### config.mk
export PLATFORM = sky130hd
export DESIGN_NAME = up_counter
export DESIGN_NICKNAME = d
export VERILOG_FILES = /design/src/rtl/counter_pkg.sv /design/src/rtl/up_counter.sv
export SDC_FILE = /design/constraint.sdc
export NUM_CORES = 1
export LEC_CHECK = 0
export CAP_MARGIN = 20
export CORE_AREA = 5 5 42 44
export DETAILED_ROUTE_END_ITERATION = 8
export DIE_AREA = 0 0 47 49
export PLACE_DENSITY_LB_ADDON = 0.08
export SLEW_MARGIN = 20
export SYNTH_ARGS = -nofsm -noshare
export SYNTH_HDL_FRONTEND = slang
export SYNTH_SLANG_ARGS = --single-unit
### constraint.sdc
create_clock -name clk -period 1.97 [get_ports clk]
set_input_delay 0.394 -clock clk [delete_from_list [all_inputs] [get_ports clk]]
set_output_delay 0.394 -clock clk [all_outputs]
set_load 0.02 [all_outputs]
### src/rtl/counter_pkg.sv
// Shared definitions for the generic counting primitives.
package counter_pkg;

   localparam int unsigned DEFAULT_WIDTH = 4;

   typedef enum logic {
      DIR_DOWN = 1'b0,
      DIR_UP   = 1'b1
   } cnt_dir_e;

endpackage

### src/rtl/up_counter.sv
// Modulo-(MAX_VAL+1) up/down counter with synchronous load and a terminal-count strobe.
module up_counter
   import counter_pkg::*;
#(
   parameter int unsigned     WIDTH   = DEFAULT_WIDTH,
   parameter longint unsigned MAX_VAL = (64'd1 << WIDTH) - 64'd1
) (
   input  logic             clk,
   input  logic             rst,
   input  logic             en,
   input  logic             up_dn,
   input  logic             load,
   input  logic [WIDTH-1:0] load_val,
   output logic [WIDTH-1:0] out,
   output logic             tc
);

   if (WIDTH < 1 || WIDTH > 32) begin : g_bad_width
      $error("up_counter: WIDTH must be in 1..32");
   end
   if (MAX_VAL > (64'd1 << WIDTH) - 64'd1) begin : g_bad_max
      $error("up_counter: MAX_VAL exceeds 2**WIDTH-1");
   end

   localparam logic [WIDTH-1:0] MaxV = WIDTH'(MAX_VAL);

   cnt_dir_e         dir;
   logic [WIDTH-1:0] out_d;

   assign dir = cnt_dir_e'(up_dn);

   always_comb begin
      out_d = out;
      if (load) begin
         // Out-of-range load values saturate to the top of the modulus.
         out_d = (load_val > MaxV) ? MaxV : load_val;
      end else if (en) begin
         if (dir == DIR_UP) begin
            out_d = (out == MaxV) ? '0 : out + 1'b1;
         end else begin
            out_d = (out == '0) ? MaxV : out - 1'b1;
         end
      end
   end

   always_ff @(posedge clk) begin
      if (rst) begin
         out <= '0;
      end else begin
         out <= out_d;
      end
   end

   assign tc = en && !load && !rst &&
               (((dir == DIR_UP) && (out == MaxV)) || ((dir == DIR_DOWN) && (out == '0)));

endmodule

==> flow_metrics.tcl <==
set metrics [dict create \
    status "complete, but fails checks" \
    violations "setup timing" \
    vias 392 \
    syn_nets 53 \
    core_area_um2 1401 \
    layout_setup_ws_ns -0.02120 \
    grt_pass1_wl_mm 1.676 \
    track_usage 0.1026 \
    hold_ws_ns 0.6554 \
    syn_avg_cell_area_um2 7.686 \
    cts.path.max_buffers 2 \
    vias_per_cell 4.723 \
    relSlewSlack 0.8257 \
    root_buffer "clkbuf_4" \
    setup_viol 1 \
    drc_errors 0 \
    rsz0062_at_grt "yes" \
    ys_seq_area_frac 0.2481 \
    report.final.hold_viol_count 0 \
    place_ws_ns -0.5744 \
    hold_class "reg -> reg" \
    min-delay-start "out[3]$_SDFFE_PP0P_" \
    tns_ns -0.02120 \
    finalCritPeriodShare 1.011 \
    grt_overflow 0 \
    worst_slew_pin_slew_ns 0.2615 \
    critPathLaunch "out[1]$_SDFFE_PP0P_" \
    place_inst 80 \
    synth_cells 42 \
    final.min_clock_period_ns 1.991 \
    maxCapViolCount 0 \
    totalWireLength_um 979 \
    routabilityCongestion 0.6685 \
    ys_ff_latch 4 \
    cts_tree "done" \
    path_cells "inv_2 > ha_4 > or3b_4 > or2_1 > a21oi_2 > buf_4" \
    start_util 0.2304 \
    die_w_um 47 \
    die_y_um 49 \
    largest_reg_flops 4 \
    largest-register "out" \
    drtIter0Drc 3 \
    hpwl_um 735.9 \
    synth_cell_types 23 \
    fmax_mhz 502.2 \
    p_leak_nw 0.2486 \
    syn2layout_area_growth_pct 79.84 \
    cp-start-kind "flip-flop" \
    fin_area_um2 580.6 \
    required_ns 1.58 \
    power_density_nw_per_um2 567.7 \
    ir_worst_vdd_mv 0.3797 \
    htreeDepth 1 \
    synth_area_um2 322.8 \
    path_buf_inv 2 \
    path_max_fanout 2 \
    crit_type "reg -> out" \
    layout.nets 80 \
    cp-end-kind "output pin" \
    clkLatencyLatePin_ns 0.24 \
    skew_ns 0.002454 \
    grt_max_degree 10 \
    dr.pass1.iters 3 \
    path_delay_family "simple AND/OR/NAND/NOR gates" \
    cpMaxStageDelayCell "or3b_4" \
    cts.sinks 4 \
    yosysWarnings 0 \
    max_stage_delay_ns 0.37 \
    drive_gt1_frac 0.3284 \
    grt_antenna_before_repair 0 \
    cts.clk_slew.worst_paths_ns 0.04 \
    drtAntennaViolNets 0 \
    ioPinCount 14 \
    report.final.slew_viol_count 0 \
    wl_per_cell_um 11.80 \
    critPathArrivalTime_ns 1.60 \
    n_antenna_cell 0 \
    place_area_um2 544.3 \
    io_buffer_count 13 \
    row_count 14 \
    top_regs "out x4" \
    instances_no_fill 83 \
    cts_buffers 3 \
    grt_pass1_vias 381 \
    die-area_um2 2303 \
    r2r_start "out[0]$_SDFFE_PP0P_" \
]
-- logic make-up after synthesis --
kind of cell,Yosys count,synth area share
AOI/OAI and AO/OA,14,0.2830
and+or+nand+nor,14,0.2248
buffers and inverters,4,0.04650
DFF,4,0.2481
xor gates and xnor gates,2,0.05427
muxes,2,0.06589
adders and majority gates,2,0.07751
-- synth_stat cells (all sizes together) --
master | count | area [um^2]
nand2 | 4 | 15.01
a21o | 1 | 7.510
nor2 | 3 | 11.26
o21ai | 2 | 10.01
o21bai | 1 | 7.510
mux2 | 1 | 11.26
dfxtp | 4 | 80.08
o221ai | 1 | 8.760
or2 | 1 | 6.260
a211oi | 2 | 15.01
xnor2 | 1 | 8.760
or3 | 1 | 6.260
and3 | 1 | 7.510
mux2i | 1 | 10.01
nand3 | 2 | 10.01
nor3b | 1 | 7.510
a221oi | 1 | 8.760
a21oi | 5 | 25.02
or3b | 1 | 8.760
ha | 2 | 25.02
o32ai | 1 | 8.760
inv | 4 | 15.01
xor2 | 1 | 8.760
-- metal layers --
| layer | track usage | vias up | routed length [um] |
|---|---|---|---|
| met4 | 0.04147 | 0 | 14 |
| li1 | - | 207 | - |
| met1 | 0.1397 | 170 | 444 |
| met3 | 0.05535 | 2 | 77 |
| met2 | 0.1312 | 13 | 443 |
| met5 | 0 | - | 0 |
-- stage by stage --
stage / total power, W / utilization
2_1_floorplan: 0.0001511 / -
3_5_place_dp: 0.0002144 / 0.3884
6_report: 0.0003296 / 0.4143
3_3_place_gp: 0.0002163 / 0.3884
5_1_grt: 0.0003528 / 0.4143
4_1_cts: 0.0003294 / 0.4125
-- worst paths after layout --
kind / to / slack (ns) / cells after the start
worst max-delay path: tc / -0.02 / 6
worst min-delay path: out[3]$_SDFFE_PP0P_ / 0.66 / 2
worst max register to register: out[0]$_SDFFE_PP0P_ / 0.57 / 6
worst min register to register: out[3]$_SDFFE_PP0P_ / 0.66 / 2
-- layout make-up --
class / instances / area (um^2)
clock buffer: 3 / 22.52
inverter: 4 / 15.01
sequential: 4 / 82.58
tap: 16 / 20.02
multi-input combinational: 34 / 246.5
timing repair buffer: 22 / 193.9
fill: 155 / 820.8
-- worst register-to-register path: stages, from the launching register on --
cell	delay [ns]
dfxtp_2	0.32
buf_4	0.16
ha_1	0.22
and3_2	0.21
o21ai_0	0.14
o221ai_1	0.13
a21oi_1	0.15
-- power breakdown --
| part | switching, W | internal (W) |
|---|---|---|
| Clock | 0.0000398 | 0.0000686 |
| Combinational | 0.0000543 | 0.0000716 |
| Sequential | 0.00000635 | 0.0000890 |
-- what timing repair did --
item,4_1_cts,5_1_grt
resized for setup,12,1
pin swaps,4,1
cloned,0,0
hold buffers,0,0
buffers inserted,0,0
endpoints found under the setup margin,1,1
-- cells in the final DEF (no fill, tap or decap), drive strengths merged --
| cell | count |
|---|---|
| xor2 | 1 |
| or3b | 1 |
| clkbuf | 3 |
| or2 | 1 |
| inv | 4 |
| o21bai | 1 |
| and3 | 1 |
| buf | 10 |
| a221oi | 1 |
| nor3b | 1 |
| a21o | 1 |
| o32ai | 1 |
| o221ai | 1 |
| mux2i | 1 |
| mux2 | 1 |
| or3 | 1 |
| o21ai | 2 |
| ha | 2 |
| dfxtp | 4 |
| nor2 | 3 |
| a211oi | 2 |
| nand2 | 4 |
| clkdlybuf4s50 | 11 |
| dlygate4sd2 | 1 |
| xnor2 | 1 |
| nand3 | 2 |
| a21oi | 5 |
(Power assumes the default switching activity.)
